[src/rtl/cmd_issue_queue_pkg.sv]
// Shared types and constants for the command issue queue.
package cmd_issue_queue_pkg;

  localparam int         INST_W    = 12;
  localparam logic [3:0] OPC_FLUSH = 4'hF;

  typedef enum logic [1:0] {
    ST_IDLE  = 2'd0,
    ST_ISSUE = 2'd1,
    ST_HOLD  = 2'd2
  } state_t;

  // FLUSH is a local opcode: it is consumed here, never enqueued.
  function automatic logic is_flush(input logic [INST_W-1:0] inst);
    return inst[INST_W-1 -: 4] == OPC_FLUSH;
  endfunction

endpackage

[src/rtl/cmd_fifo.sv]
// DEPTH x INST_W instruction FIFO with push/pop/clear.
// Pointers carry one extra bit so that full and empty differ in count.
module cmd_fifo
  import cmd_issue_queue_pkg::*;
#(
  parameter int DEPTH  = 8,
  parameter int ADDR_W = 3
) (
  input  logic              clock,
  input  logic              reset,
  input  logic              push,
  input  logic              pop,
  input  logic              clear,
  input  logic [INST_W-1:0] wr_data,
  output logic [INST_W-1:0] rd_data,
  output logic [ADDR_W:0]   count
);

  localparam logic [ADDR_W:0] PTR_ONE = 1;

  logic [INST_W-1:0] mem [DEPTH];
  logic [ADDR_W:0]   wr_ptr;
  logic [ADDR_W:0]   rd_ptr;

  // Pointer update; clear wins over any push/pop on the same edge.
  always_ff @(posedge clock or posedge reset) begin
    // NOTE: state registers use non-blocking assignments so every flop samples pre-edge values.
    if (reset) begin
      wr_ptr <= '0;
      rd_ptr <= '0;
    end else if (clear) begin
      wr_ptr <= '0;
      rd_ptr <= '0;
    end else begin
      if (push) wr_ptr <= wr_ptr + PTR_ONE;
      if (pop)  rd_ptr <= rd_ptr + PTR_ONE;
    end
  end

  // Storage write; only the low pointer bits address the array.
  always_ff @(posedge clock) begin
    // NOTE: storage is not reset; empty slots are never read because count gates every pop.
    if (push && !clear) mem[wr_ptr[ADDR_W-1:0]] <= wr_data;
  end

  assign rd_data = mem[rd_ptr[ADDR_W-1:0]];
  assign count   = wr_ptr - rd_ptr;

endmodule

[src/rtl/cmd_issue_queue.sv]
// Buffers Seq instructions for one peripheral and issues them, one strobe
// at a time, whenever the peripheral reports ready.
module cmd_issue_queue
  import cmd_issue_queue_pkg::*;
#(
  parameter int DEPTH  = 8,
  parameter int ADDR_W = 3,
  parameter int GAP    = 1
) (
  input  logic              clock,
  input  logic              reset,
  input  logic [INST_W-1:0] in_inst,
  input  logic              in_inst_en,
  input  logic              dev_ready,
  output logic [INST_W-1:0] out_inst,
  output logic              out_inst_en,
  output logic              full,
  output logic              empty,
  output logic [ADDR_W:0]   count,
  output logic              overflow
);

  localparam logic [ADDR_W:0] FULL_CNT = (ADDR_W + 1)'(DEPTH);
  localparam logic [3:0]      GAP_LOAD = (GAP == 0) ? 4'd0 : 4'(GAP - 1);

  state_t            state, state_d;
  logic [3:0]        gap_cnt, gap_cnt_d;
  logic              flush, wr, pop, push;
  logic [INST_W-1:0] head;

  assign flush = in_inst_en &&  is_flush(in_inst);
  assign wr    = in_inst_en && !is_flush(in_inst);
  assign pop   = (state == ST_IDLE) && !empty && dev_ready && !flush;
  // A full queue still accepts a write when the head leaves on the same edge.
  assign push  = wr && (!full || pop);

  assign empty = (count == '0);
  assign full  = (count == FULL_CNT);

  cmd_fifo #(.DEPTH(DEPTH), .ADDR_W(ADDR_W)) u_fifo (
    .clock   (clock),
    .reset   (reset),
    .push    (push),
    .pop     (pop),
    .clear   (flush),
    .wr_data (in_inst),
    .rd_data (head),
    .count   (count)
  );

  // Next-state logic: IDLE pops, ISSUE strobes once, HOLD waits out the gap.
  always_comb begin
    // NOTE: defaults first so no path through the case leaves a value unassigned (no latches).
    state_d   = state;
    gap_cnt_d = gap_cnt;
    case (state)
      ST_IDLE:  if (pop) state_d = ST_ISSUE;
      ST_ISSUE: begin
        if (GAP == 0) begin
          state_d = ST_IDLE;
        end else begin
          state_d   = ST_HOLD;
          gap_cnt_d = GAP_LOAD;
        end
      end
      ST_HOLD: begin
        if (gap_cnt == 4'd0) state_d = ST_IDLE;
        else                 gap_cnt_d = gap_cnt - 4'd1;
      end
      default: state_d = ST_IDLE;
    endcase
  end

  // FSM and gap counter registers.
  always_ff @(posedge clock or posedge reset) begin
    if (reset) begin
      state   <= ST_IDLE;
      gap_cnt <= 4'd0;
    end else begin
      state   <= state_d;
      gap_cnt <= gap_cnt_d;
    end
  end

  // Registered outputs: the strobe is high exactly while the FSM sits in ISSUE.
  always_ff @(posedge clock or posedge reset) begin
    if (reset) begin
      out_inst    <= '0;
      out_inst_en <= 1'b0;
    end else begin
      out_inst_en <= pop;
      if (pop) out_inst <= head;
    end
  end

  // Sticky drop flag, cleared only by FLUSH or reset.
  always_ff @(posedge clock or posedge reset) begin
    if (reset)                     overflow <= 1'b0;
    else if (flush)                overflow <= 1'b0;
    else if (wr && full && !pop)   overflow <= 1'b1;
  end

endmodule

[config.mk]
export PLATFORM = sky130hd
export DESIGN_NAME = cmd_issue_queue
export DESIGN_NICKNAME = d
export VERILOG_FILES = /design/src/rtl/cmd_issue_queue_pkg.sv /design/src/rtl/cmd_fifo.sv /design/src/rtl/cmd_issue_queue.sv
export SDC_FILE = /design/constraint.sdc
export NUM_CORES = 1
export LEC_CHECK = 0
export BUFFER_PORTS_ARGS = -buffer_cell sky130_fd_sc_hd__buf_2
export CORE_UTILIZATION = 42
export CTS_BUF_LIST = sky130_fd_sc_hd__clkbuf_4 sky130_fd_sc_hd__clkbuf_8
export CTS_CLUSTER_SIZE = 8
export DETAILED_ROUTE_END_ITERATION = 12
export PLACE_DENSITY_LB_ADDON = 0.12
export RECOVER_POWER = 50
export SLEW_MARGIN = 20
export SYNTH_ARGS = -nofsm -noshare
export SYNTH_HDL_FRONTEND = slang
export SYNTH_SLANG_ARGS = --single-unit
[constraint.sdc]
create_clock -name clock -period 5.2 [get_ports clock]
set_clock_uncertainty 0.15 [all_clocks]
set_input_delay 1.04 -clock clock [delete_from_list [all_inputs] [get_ports clock]]
set_output_delay 1.04 -clock clock [all_outputs]
set_load 0.01 [all_outputs]
## Word level (Yosys, flattened, before mapping)

Memory sizes are Yosys's and may differ from the RTL's. A register that Yosys moved wholly into a read port is not among the register bits.
Cells that the tools add are included.

| storage, ports and cells | value |
|---|---|
| register bits | 16 |
| bits in latches | 0 |
| RAM bits | 96 |
| memory bits (read-only) | 0 |
| input port bits | 16 |
| output and inout port bits | 20 |
| word-level logic and storage cells | 55 |
| memories kept | 1 |

Memory list:

| name | words | width | read ports | clocked after memory_dff | write ports | RTL line | RTL |
|---|---|---|---|---|---|---|---|
| u_fifo.mem | 8 | 12 | 1 | 1 | 1 | cmd_fifo.sv:21 | `logic [INST_W-1:0] mem [DEPTH];` |

| cells by class | value |
|---|---|
| $add $sub $neg | 4 |
| multiply operators | 0 |
| divide/modulo/power cells | 0 |
| $lt $le $gt $ge | 0 |
| eq/ne operators | 7 |
| shifts and indexed selects | 0 |
| muxes and demuxes | 13 |
| bitwise logic cells | 0 |
| reductions and logical operators | 24 |

Operators by type and width:

| cell | count |
|---|---|
| $mux 4 | 5 |
| $logic_and 1x1->1 | 9 |
| $add 4x1->4 const B | 2 |
| $eq 4x4->1 const B | 2 |
| $logic_not 4->1 | 2 |
| $pmux 4 s2 | 1 |
| $reduce_bool 2->1 | 4 |
| $ne 2x2->1 const B | 3 |
| $pmux 2 s3 | 1 |
| $logic_not 1->1 | 5 |
| $mux 1 | 4 |
| $mux 2 | 2 |
| $reduce_and 2->1 | 2 |
| $sub 4x1->4 const B | 1 |
| $sub 4x4->4 | 1 |
| $eq 2x1->1 const B | 1 |
| $eq 2x2->1 const B | 1 |
| $logic_not 2->1 | 1 |
| $logic_or 1x1->1 | 1 |

## Logic depth before layout (Yosys ltp)

Gate-level depths: netlist of the first run.

| depth | value |
|---|---|
| depth in word-level cells | 11 |
| mapped depth | 11 |
| gate-level depth less buffers | 9 |

## By module

Synthesis of the first run repeated with hierarchy kept, for this count alone.

| second synthesis, totals | value |
|---|---|
| cells, all modules | 291 |
| area, all modules | 5134.9 um^2 |

By module, submodules not included:

| module | instances | cells an instance | area each (um^2) |
|---|---|---|---|
| cmd_fifo | 1 | 224 | 4186.5 |
| cmd_issue_queue | 1 | 67 | 948.4 |

## Worst setup path after synthesis of the first run

OpenSTA, ideal clock, no wires.

| timing | value |
|---|---|
| path type | reg2reg |
| start | register u_fifo.rd_ptr[2] |
| end | memory u_fifo.mem[0][0], enable pin |
| arrival time | 3520 ps |
| data required time | 4633 ps |
| slack | 1113 ps |
| stages on the path, launching flop included | 9 |
| path buffers | 2 |
| clock period less this slack | 4087 ps |
| cell sequence | dfrtp_1 > clkbuf_1 > clkbuf_1 > inv_1 > ha_1 > xor2_1 > nor4_1 > a31oi_2 > nor4b_1 |

| on the way | value |
|---|---|
| longest elaborated chain between the ends | 11 |

RTL lines:

| item | RTL line | RTL |
|---|---|---|
| from (decl) | cmd_fifo.sv:23 | `logic [ADDR_W:0] rd_ptr;` |
| from (signal assigned) | cmd_fifo.sv:36 | `if (pop) rd_ptr <= rd_ptr + PTR_ONE;` |
| $sub 4x4->4 (*) | cmd_fifo.sv:47 | `assign count = wr_ptr - rd_ptr;` |
| net count[2] | cmd_issue_queue.sv:19 | `output logic [ADDR_W:0] count,` |
| $logic_not 4->1 | cmd_issue_queue.sv:37 | `assign empty = (count == '0);` |
| $logic_not 1->1 | cmd_issue_queue.sv:33 | `assign pop = (state == ST_IDLE) && !empty && dev_ready && !flush;` |
| $logic_and 1x1->1 (3 in a row) | cmd_issue_queue.sv:33 |  |
| $logic_or 1x1->1 (*) | cmd_issue_queue.sv:35 | `assign push = wr && (!full \|\| pop);` |
| $logic_and 1x1->1 (*) | cmd_issue_queue.sv:35 |  |
| $logic_and 1x1->1 (*) | cmd_fifo.sv:43 | `if (push && !clear) mem[wr_ptr[ADDR_W-1:0]] <= wr_data;` |
| $mux 1 (*) | cmd_fifo.sv:43 |  |
| $mux 1 (implied by the code) (*) | cmd_fifo.sv:43 |  |
| to (decl) | cmd_fifo.sv:21 |  |

Mark *: on every way through the listed nets, which the timed path passes. The rest lies on a longest branch.

## Worst setup path after layout of the first run

| timing | value |
|---|---|
| start | register u_fifo.rd_ptr[1] |
| end | output port full |

| on the way | value |
|---|---|
| longest elaborated chain between the ends | 2 |

RTL lines:

| item | RTL line | RTL |
|---|---|---|
| $sub 4x4->4 | cmd_fifo.sv:47 |  |
| $eq 4x4->1 | cmd_issue_queue.sv:38 | `assign full = (count == FULL_CNT);` |
| to (decl) | cmd_issue_queue.sv:17 | `output logic full,` |

No other way between the ends.

==> metrics.md, run 1 <==
| Metric | Value |
|---|---|
| Nets@finish | 382 |
| Least-Margin Pin Slew | 1.28 ns |
| CTS clk-pin slew, worst paths | 0.07 ns |
| RSZ-0062 raised after global routing | no |
| Mapped Cells | between 300 and 400 |
| Initial Util | 43.1% |
| First-pass GRT wire length | between 15,000 and 20,000 µm |
| Sw Ratio | 34.5% |
| Antenna Cells | 0 |
| Peak Freq | 0.242 GHz |
| DRC Markers | 0 |
| EDFF count, synth | between 90 and 100 |
| Wire per inst | 20.6 µm |
| Vias in the first global route | 2,990 |
| Ys async rst share | 22.6% |
| Mean Syn Cell Area | 16.6 µm² |
| Fill count | 1,003 |
| Finish-stage setup viols | 0 |
| Critical Path Start Type | register |
| Int Pwr | 2.28 mW |
| Relative slew margins | 14.5% |
| Drt initial violations | roughly 210 |
| Hold WC Path Type | reg2reg |
| CTS tree | built |
| Crit path kind | reg2out |
| Synth warnings | 0 |
| Total GRT Usage | 18.5% |
| DIE WIDTH | 113 µm |
| Via count | 2,874 |
| Hold Fails Final Rpt | 0 |
| Max clock buf depth | 2 |
| CP Max Fanout | 16 |
| Number of CTS-inserted buffers | 17 |
| Synth Flop Type | edfxtp_1 |
| Synth Register Bits | 124 |
| ANT nets after route | 0 |
| Vias per cell | 5.54 |
| Worst setup margin | 1.07 ns |
| Hpwl dp | ~6600 µm |
| Site row count | 40 |
| Pin count of the biggest net entering global routing | 32 |
| Crit path required time | 4.01 ns |
| Non-filler cells, final | ~520 |
| Pre-antenna DRT Iters | 4 |
| Die area | 12,800 µm² |
| # resized after CTS | 0 |
| Tmin final | 4.13 ns |
| Post-CTS Setup Bufs | 0 |
| Clock power frac | 24.2% |
| Pre-CTS setup slack | 1.45 ns |
| H-tree Lvls | 4 |
| Clock root cell | clkbuf_8 |
| Sequential share of power | 40.5% |
| Buffers on Ports | 35 |
| Core area | roughly 12,000 µm² |
| # IOs | 36 |
| Post-Place Cells | 487 |
| Setup TNS | 0 ns |
| CTS Hold Bufs | 0 |
| Sequential share of the synthesized area | 69.2% |
| Power per cell area | approximately 600 nW/µm² |
| Sink Count | ~120 |
| Worst vdd ir | 0.283 mV |
| GPL Wtd Cong | between 0.7 and 0.8 |
| Psw | approximately 1.2 mW |
| Final instance area | 5940 µm² |
| Synthesis-to-finish area growth | 14.8% |
| Initial antenna violation count | 0 |
| Final period utilization | between 70% and 80% |
| Leak | 2.10 nW |
| Status | complete, no violations |
| Maxcap violations | 0 |
| Cell Area, Synth | 5180 µm² |
| Crit end category | output pin |
| Pins Over Slew Limit | 0 |
| Area after DPL | 5570 µm² |
| Share of layout cells above drive strength 1 | 27.2% |
| WL final | roughly 11,000 µm |
| Comb pwr share | 35.3% |
| Cell variety after synth | 45 |
| Skew-Pair Late Insertion Delay | 0.44 ns |
| Syn_nets | 334 |
| Arr. time, crit path | 2.94 ns |
| Grt ovf | 0 |
| DIE HEIGHT | 113 µm |
critical path: stages (launching register included):
cell     delay [ns]
dfrtp_1        0.37
buf_4          0.20
inv_1          0.50
ha_1           0.36
and3b_1        0.19
nor3_1         0.34
or2_2          0.21
nor2b_1        0.17
buf_2          0.15
synthesized netlist by cell type (3+ instances only):
master / count / area, µm²
a41oi_1: 3 / 26.3
o21ai_0: 7 / 35.0
nand2_1: 39 / 146
a41oi_2: 9 / 146
clkbuf_1: 8 / 30.0
mux2i_1: 5 / 50.1
a21oi_1: 17 / 85.1
nor3_1: 4 / 20.0
nand3_1: 5 / 25.0
nor2_1: 5 / 18.8
inv_1: 12 / 45.0
buf_2: 5 / 25.0
ha_1: 6 / 75.1
mux4_2: 24 / 541
dfrtp_1: 28 / 701
edfxtp_1: 96 / 2880
cell usage in the layout, fill, tap and decap left out, types with 2 or more instances in the layout:
master,instances
a21o_1,2
a21oi_1,17
a41oi_1,3
a41oi_2,9
and4_1,2
buf_2,18
buf_4,10
bufinv_16,3
clkbuf_1,18
clkbuf_8,17
clkinv_1,3
clkinv_2,4
clkinvlp_4,3
dfrtp_1,27
edfxtp_1,96
ha_1,6
inv_1,12
mux2i_1,5
mux4_2,24
nand2_1,39
nand2b_1,2
nand3_1,5
nor2_1,5
nor3_1,2
nor3_2,2
nor4b_2,2
o21ai_0,7
xnor2_1,2
xor2_1,2
registers in the layout (all words and copies together), names as in the netlist:
| register | flops |
|---|---|
| out_inst | 12 |
| u_fifo.rd_ptr | 4 |
| overflow | 1 |
| out_inst_en | 1 |
| state | 2 |
| gap_cnt | 4 |
| u_fifo.mem | 96 |
| u_fifo.wr_ptr | 4 |
routing by layer:
layer	global-route usage, %	part of all wire (%)	up-vias
met1	24.7	46	1494
met5	0	0	-
li1	-	-	1310
met2	29.2	49	55
met3	4.98	3.2	15
met4	7.28	1.5	0
per-stage QoR:
step	total power, mW	hold WS (ns)	util [%]
after floorplan	2.29	0.344	-
after global placement	2.66	0.369	46.4
after detailed placement	2.68	0.376	46.4
after CTS	3.53	0.394	49.7
after global routing	3.68	0.428	49.5
final	3.48	0.381	49.5
path summary, 6_finish.rpt:
kind | cells after the start | endpoint | slack (ns) | start
min in group asynchronous | 2 | out_inst[6] | 0.44 | reset
worst min register to register | 2 | overflow | 0.38 | overflow
worst min-delay path | 2 | overflow | 0.38 | overflow
worst max-delay path | 8 | full | 1.07 | u_fifo.rd_ptr[1]
worst max register to register | 8 | u_fifo.mem[6][4] | 1.46 | u_fifo.rd_ptr[1]
max in group asynchronous | 3 | u_fifo.rd_ptr[0] | 2.84 | reset
cell type report:
| type | count | area, µm² | area share [%] |
|---|---|---|---|
| clock buffers | 18 | 241 | 4.06 |
| flip-flops and latches | 124 | 3580 | 60.3 |
| multi-input cells | 158 | 1500 | 25.3 |
| repair buffers | 46 | 233 | 3.92 |
| clock inverters | 14 | 153 | 2.57 |
| well taps | 147 | 184 | 3.10 |
| inverters | 12 | 45.0 | 0.758 |
power groups by stage:
stage / Clock (mW) / Sequential [mW] / Combinational (mW)
after floorplan: 0 / 1.40 / 0.886
after global placement: 0 / 1.42 / 1.24
after detailed placement: 0 / 1.43 / 1.26
after CTS: 0.864 / 1.41 / 1.26
after global routing: 0.907 / 1.43 / 1.35
final: 0.844 / 1.41 / 1.23
kinds of logic (layout without fill, tap and decap cells):
family	after synthesis	count (layout)	share of synthesized area, %
flops	124	124	69.2
simple gates	73	73	7.06
compound gates	44	44	6.99
mux	30	30	11.6
buf+inv	29	90	2.59
fa+ha+maj	7	7	1.84
xor+xnor	4	4	0.677
Power figures use the tool's default switching activity.
==> inputs of run 2 (changes only) <==
- clock period: 5.2 -> 3.57 ns (I/O delays scaled with it)
==> run 2 against run 1 <==
Effect of this change: combinational power grew 50%; critical path type unchanged; utilization decreased by 0.17 points; critical path depth down 2; global-route usage barely moved; hold slack got worse by 0.17 ns; die area is the same; register-to-register slack worse by 0.91 ns; largest power group unchanged; sequential power grew 44%; highest routed layer unchanged.
==> metrics.md, run 2 (same netlist as run 1, synthesis figures left out) <==
| Metric | Value |
|---|---|
| Status | complete, no violations |
| Origin of the critical flop-to-flop path | u_fifo.wr_ptr[0] |
| Post-CTS Setup Bufs | 0 (unchanged) |
| Sequential share of power | 41.6% (+1.1 points) |
| Relative slew margins | 40.3% (+26 points) |
| Max clock buf depth | 2 (unchanged) |
| Tmin final | 3.28 ns |
| Initial antenna violation count | 0 (unchanged) |
| Power per cell area | 825 nW/µm² (+41%) |
| Comb pwr share | 37.9% (+2.6 points) |
| Share of layout cells above drive strength 1 | 28.0% (+0.82 points) |
| DIE HEIGHT | 113 µm (unchanged) |
| Total power | 4.89 mW (+40%) |
| Most common cell after layout, fill and taps aside | edfxtp_1 |
| Hold WC Path Type | in2async |
| DIE WIDTH | 113 µm (unchanged) |
| RSZ-0062 raised after global routing | no |
| Synthesis-to-finish area growth | 14.4% |
| Number of CTS-inserted buffers | 17 (unchanged) |
| Grt ovf | 0 (unchanged) |
| Hpwl dp | 6940 µm (+4.5%) |
| Final period utilization | between 90% and 100% |
| Sink Count | 124 (unchanged) |
| Drt initial violations | 145 (-30%) |
| Finish-stage setup viols | 0 (unchanged) |
| # resized after CTS | 0 (unchanged) |
| Clock power frac | 20.5% (-3.7 points) |
| CTS clk-pin slew, worst paths | 0.07 ns (about the same) |
| CTS tree | built |
| # IOs | 36 (unchanged) |
| Arr. time, crit path | 2.42 ns (-0.52 ns) |
| Via count | 2,890 (+0.56%) |
| Crit path required time | 2.71 ns (-1.30 ns) |
| R2R setup slack | 0.55 ns (-0.91 ns) |
| Crit end category | output pin |
| Reg2reg end | u_fifo.mem[7][0] |
| Crit path kind | reg2out |
| Vias per cell | 5.49 (-0.78%) |
| Nets@finish | 390 (+2.1%) |
| Area after DPL | 5630 µm² (+1.1%) |
| Post-Place Cells | 495 (+1.6%) |
| Maxcap violations | 0 (unchanged) |
| Max reg flops | 96 (unchanged) |
| Int Pwr | 3.16 mW (+38%) |
| Commonest cells after routing, fill and taps aside | 96 x edfxtp_1, 39 x nand2_1, 27 x dfrtp_1 |
| Wire per inst | 20.2 µm (-1.9%) |
| GPL Wtd Cong | 0.780 (-2.3%) |
| Final instance area | 5920 µm² (-0.34%) |
| Skew-Pair Late Insertion Delay | 0.43 ns (about the same) |
| CTS Hold Bufs | 0 (unchanged) |
| Psw | 1.73 mW (+44%) |
| Total GRT Usage | 18.5% (about the same) |
| Peak Freq | 0.304 GHz |
| Site row count | 40 (unchanged) |
| ANT nets after route | 0 (unchanged) |
| Worst vdd ir | 0.294 mV (+3.8%) |
| Leak | 2.11 nW (+0.55%) |
| DRC Markers | 0 (unchanged) |
| H-tree Lvls | 4 (unchanged) |
| Fill count | 1,049 (+4.6%) |
| Antenna Cells | 0 (unchanged) |
| Clock root cell | clkbuf_8 |
| Least-Margin Pin Slew | 0.895 ns (-0.388 ns) |
| Vias in the first global route | 2,919 (-2.4%) |
| Non-filler cells, final | 526 (+1.3%) |
| WL final | 10,600 µm (-0.58%) |
| Initial Util | 43.1% (unchanged) |
| CP Max Fanout | 9 (-7) |
| Sw Ratio | 35.4% (+0.93 points) |
| Pin count of the biggest net entering global routing | 30 (-6.3%) |
| Hold Fails Final Rpt | 0 (unchanged) |
| Critical Path Start Type | register |
| Core area | 12,000 µm² (unchanged) |
| Die area | 12,800 µm² (unchanged) |
| Reg2reg path depth | 8 (unchanged) |
| Pins Over Slew Limit | 0 (unchanged) |
| First-pass GRT wire length | 16,800 µm (+0.17%) |
| Pre-antenna DRT Iters | 4 (unchanged) |
| Buffers on Ports | 35 (unchanged) |
==> run 2: cell types whose count changed in the layout (fill, tap and decap cells not counted), sizes merged <==
cell	delta
clkinv	+1
clkbuf	+5
clkinvlp	-2
buf	+6
bufinv	-3
==> run 2: layout make-up <==
type | count | area [µm²] | area share [%]
Multi-Input combinational cell | 158 | 1500 | 25.4
Clock inverter | 10 | 52.6 | 0.887
Tap cell | 147 | 184 | 3.11
Clock buffer | 21 | 264 | 4.46
Timing Repair Buffer | 54 | 290 | 4.90
Sequential cell | 124 | 3580 | 60.5
Inverter | 12 | 45.0 | 0.761
==> run 2: power by group through the flow <==
stage	clock network, mW	registers [mW]	logic [mW]
after floorplan	0	2.05	1.30
after global placement	0	2.05	1.89
after detailed placement	0	2.06	1.89
after CTS	1.04	2.03	1.90
after global routing	1.10	2.06	2.04
final	1.00	2.03	1.85
==> run 2: worst max-delay path: stages, from the launching register on <==
cell and delay (ns):
dfrtp_1 0.61, ha_1 0.37, and3b_1 0.22, nor3_1 0.31, or2_2 0.21, nor2b_1 0.13
buf_2 0.14
==> run 2: metrics by stage <==
stage	hold slack [ns]	setup TNS [ns]	utilization [%]	setup WS [ns]
2_1_floorplan	0.344	-3.10	-	-0.129
3_3_place_gp	0.352	0	46.9	0.657
3_5_place_dp	0.349	0	46.9	0.510
4_1_cts	0.211	0	49.5	0.297
5_1_grt	0.238	0	49.3	0.169
6_report	0.214	0	49.3	0.286
==> run 2: how the worst max path moves through the flow <==
| stage | startpoint | end | slack (ns) | cells past startpoint |
|---|---|---|---|---|
| 6_report | u_fifo.wr_ptr[2] | full | 0.29 | 6 |
| 5_1_grt | u_fifo.wr_ptr[2] | full | 0.17 | 6 |
| 4_1_cts | u_fifo.wr_ptr[2] | full | 0.30 | 6 |
| 3_5_place_dp | u_fifo.wr_ptr[0] | u_fifo.mem[7][2] | 0.51 | 8 |
| 3_3_place_gp | u_fifo.wr_ptr[0] | u_fifo.mem[7][1] | 0.66 | 8 |
| 2_1_floorplan | u_fifo.rd_ptr[2] | u_fifo.mem[4][0] | -0.13 | 9 |
==> run 2: metal layers <==
layer | GRT usage [%] | vias up | share of wire (%)
met2 | 29.1 | 59 | 49
met1 | 24.2 | 1494 | 45
met4 | 7.81 | 0 | 1.6
met5 | 0 | - | 0
li1 | - | 1322 | -
met3 | 5.46 | 15 | 4.1
==> inputs of run 3 (changes only) <==
- CORE_MARGIN: not set -> 8
==> run 3 against run 2 <==
Effect of this change: register-to-register slack got worse by 0.09 ns; first-iteration DRC count decreased by 6.2%; highest routed layer unchanged; worst setup slack improved by 0.074 ns; sequential share of layout area decreased by 1.4 points; design area increased by 2.3%.
==> metrics.md, run 3 (same netlist as run 1, synthesis figures left out) <==
| Metric | Value |
|---|---|
| DRC Markers | 0 (unchanged) |
| Leak | 2.16 nW (+2.4%) |
| Worst Setup SP | u_fifo.rd_ptr[1] |
| Hold_ws | 0.202 ns (-0.0123 ns) |
| # resized after CTS | 0 (unchanged) |
| Crit path kind | reg2out |
| Wire per inst | 20.5 µm (+1.2%) |
| Psw | 1.77 mW (+2.0%) |
| Peak Freq | 0.312 GHz (+2.3%) |
| WL final | 10,700 µm (+1.0%) |
| Hold WC Path Type | in2async |
| Crit-path cells | inv_1 -> buf_4 -> ha_1 -> and3b_1 -> nor3_1 -> or2_2 -> nor2b_1 -> buf_2 |
| Share of layout cells above drive strength 1 | 28.3% (+0.34 points) |
| Synthesis-to-finish area growth | 17.1% |
| Via count | 2,827 (-2.2%) |
| Sequential share of power | 38.2% (-3.4 points) |
| Finish-stage setup viols | 0 (unchanged) |
| CTS clk-pin slew, worst paths | 0.07 ns (about the same) |
| Pin count of the biggest net entering global routing | 30 (unchanged) |
| ANT nets after route | 0 (unchanged) |
| Crit-path max cell delay | 0.38 ns (-0.23 ns) |
| Relative slew margins | 38.5% (-1.9 points) |
| WP buf/inv | 3 (+2) |
| Skew-Pair Late Insertion Delay | 0.42 ns (about the same) |
| CTS Hold Bufs | 0 (unchanged) |
| Max clock buf depth | 2 (unchanged) |
| Crit path required time | 2.71 ns (about the same) |
| Grt ovf | 0 (unchanged) |
| Hold Fails Final Rpt | 0 (unchanged) |
| Buffers on Ports | 35 (unchanged) |
| Tmin final | 3.21 ns (-0.0744 ns) |
| Int Pwr | 3.53 mW (+12%) |
| Hpwl dp | 6570 µm (-5.3%) |
| Vias in the first global route | 2,906 (-0.45%) |
| Status | complete, no violations |
| Site row count | 40 (unchanged) |
| # IOs | 36 (unchanged) |
| Core area | 12,000 µm² (unchanged) |
| Total GRT Usage | 14.0% (-4.5 points) |
| CP Max Fanout | 13 (+4) |
| Total power | 5.30 mW (+8.3%) |
| Worst vdd ir | 0.270 mV (-8.1%) |
| DIE WIDTH | 127 µm (+12%) |
| Vias per cell | 5.38 (-2.0%) |
| Least-Margin Pin Slew | 0.923 ns (+0.0281 ns) |
| Pre-antenna DRT Iters | 4 (unchanged) |
| Die area | 16,100 µm² (+26%) |
| Clock root cell | clkbuf_8 |
| Critical-path top delay cell | dfrtp_1 |
| Origin of the critical flop-to-flop path | u_fifo.wr_ptr[0] |
| Initial Util | 43.1% (unchanged) |
| Arr. time, crit path | 2.35 ns (-0.07 ns) |
| CTS tree | built |
| GPL Wtd Cong | 0.716 (-8.2%) |
| Comb pwr share | 34.6% (-3.3 points) |
| Critical Path Start Type | register |
| Clock power frac | 27.2% (+6.7 points) |
| Pins Over Slew Limit | 0 (unchanged) |
| Sink Count | 124 (unchanged) |
| Max reg flops | 96 (unchanged) |
| Sw Ratio | 33.3% (-2.1 points) |
| Nets@finish | 388 (-0.51%) |
| Maxcap violations | 0 (unchanged) |
| DIE HEIGHT | 127 µm (+12%) |
| First-pass GRT wire length | 16,500 µm (-1.4%) |
| H-tree Lvls | 4 (unchanged) |
| Antenna Cells | 0 (unchanged) |
| Drt initial violations | 136 (-6.2%) |
| Most common cell after layout, fill and taps aside | edfxtp_1 |
| RSZ-0062 raised after global routing | no |
| Crit-path leading delay family | simple AND/OR/NAND/NOR gates |
| Post-CTS Setup Bufs | 0 (unchanged) |
| Final period utilization | 89.9% (-2.1 points) |
| Number of CTS-inserted buffers | 17 (unchanged) |
| Initial antenna violation count | 0 (unchanged) |
| Commonest cells after routing, fill and taps aside | 96 x edfxtp_1, 39 x nand2_1, 27 x dfrtp_1 |
| Crit end category | output pin |
| Power per cell area | 874 nW/µm² (+5.8%) |
-- run 3: worst reg2reg max path, cell delays in order (launching register included) --
cell,delay (ns)
dfrtp_1,0.38
inv_1,0.12
ha_1,0.19
inv_1,0.06
fa_1,0.38
xor2_1,0.20
nor4_1,0.11
a31oi_2,0.27
buf_4,0.18
and4b_1,0.70
-- run 3: final cells by class --
class | instances | area [µm²]
Clock buffer | 19 | 262
Clock inverter | 13 | 210
Fill cell | 1031 | 5950
Inverter | 12 | 45.0
Multi-Input combinational cell | 158 | 1500
Sequential cell | 124 | 3580
Tap cell | 147 | 184
Timing Repair Buffer | 52 | 274
-- run 3: per-stage QoR --
step / instance area (µm²) / setup slack, ns / setup TNS (ns) / cells / utilization (%)
6_report: 6060 / 0.360 / 0 / 525 / 50.5
5_1_grt: 6060 / 0.233 / 0 / 525 / 50.5
4_1_cts: 6090 / 0.296 / 0 / 525 / 50.7
3_5_place_dp: 5620 / 0.443 / 0 / 493 / 46.8
3_3_place_gp: 5620 / 0.506 / 0 / 493 / 46.8
2_1_floorplan: 5200 / -0.129 / -3.10 / 311 / -
-- run 3: worst paths after layout --
kind	to	cells past startpoint	slack (ns)
min in group clock	overflow	2	0.35
setup reg to reg	u_fifo.mem[3][9]	9	0.46
setup / recovery	full	8	0.36
max in group asynchronous	out_inst[9]	3	1.82
hold reg to reg	overflow	2	0.35
hold / removal	u_fifo.rd_ptr[3]	2	0.20
-- run 3: layer usage --
metal	global-route usage, %	vias up	part of all wire (%)
met3	4.74	4	4.5
met1	16.8	1446	44
met5	0	-	0
met2	23.2	57	51
li1	-	1320	-
met4	4.62	0	0.70
-- run 3: power by group through the flow --
| stage | Sequential [mW] | Clock (mW) | Combinational, mW |
|---|---|---|---|
| 2_1_floorplan | 2.05 | 0 | 1.30 |
| 3_3_place_gp | 2.05 | 0 | 1.87 |
| 3_5_place_dp | 2.06 | 0 | 1.89 |
| 4_1_cts | 2.02 | 1.47 | 1.90 |
| 5_1_grt | 2.06 | 1.52 | 2.01 |
| 6_report | 2.03 | 1.44 | 1.83 |
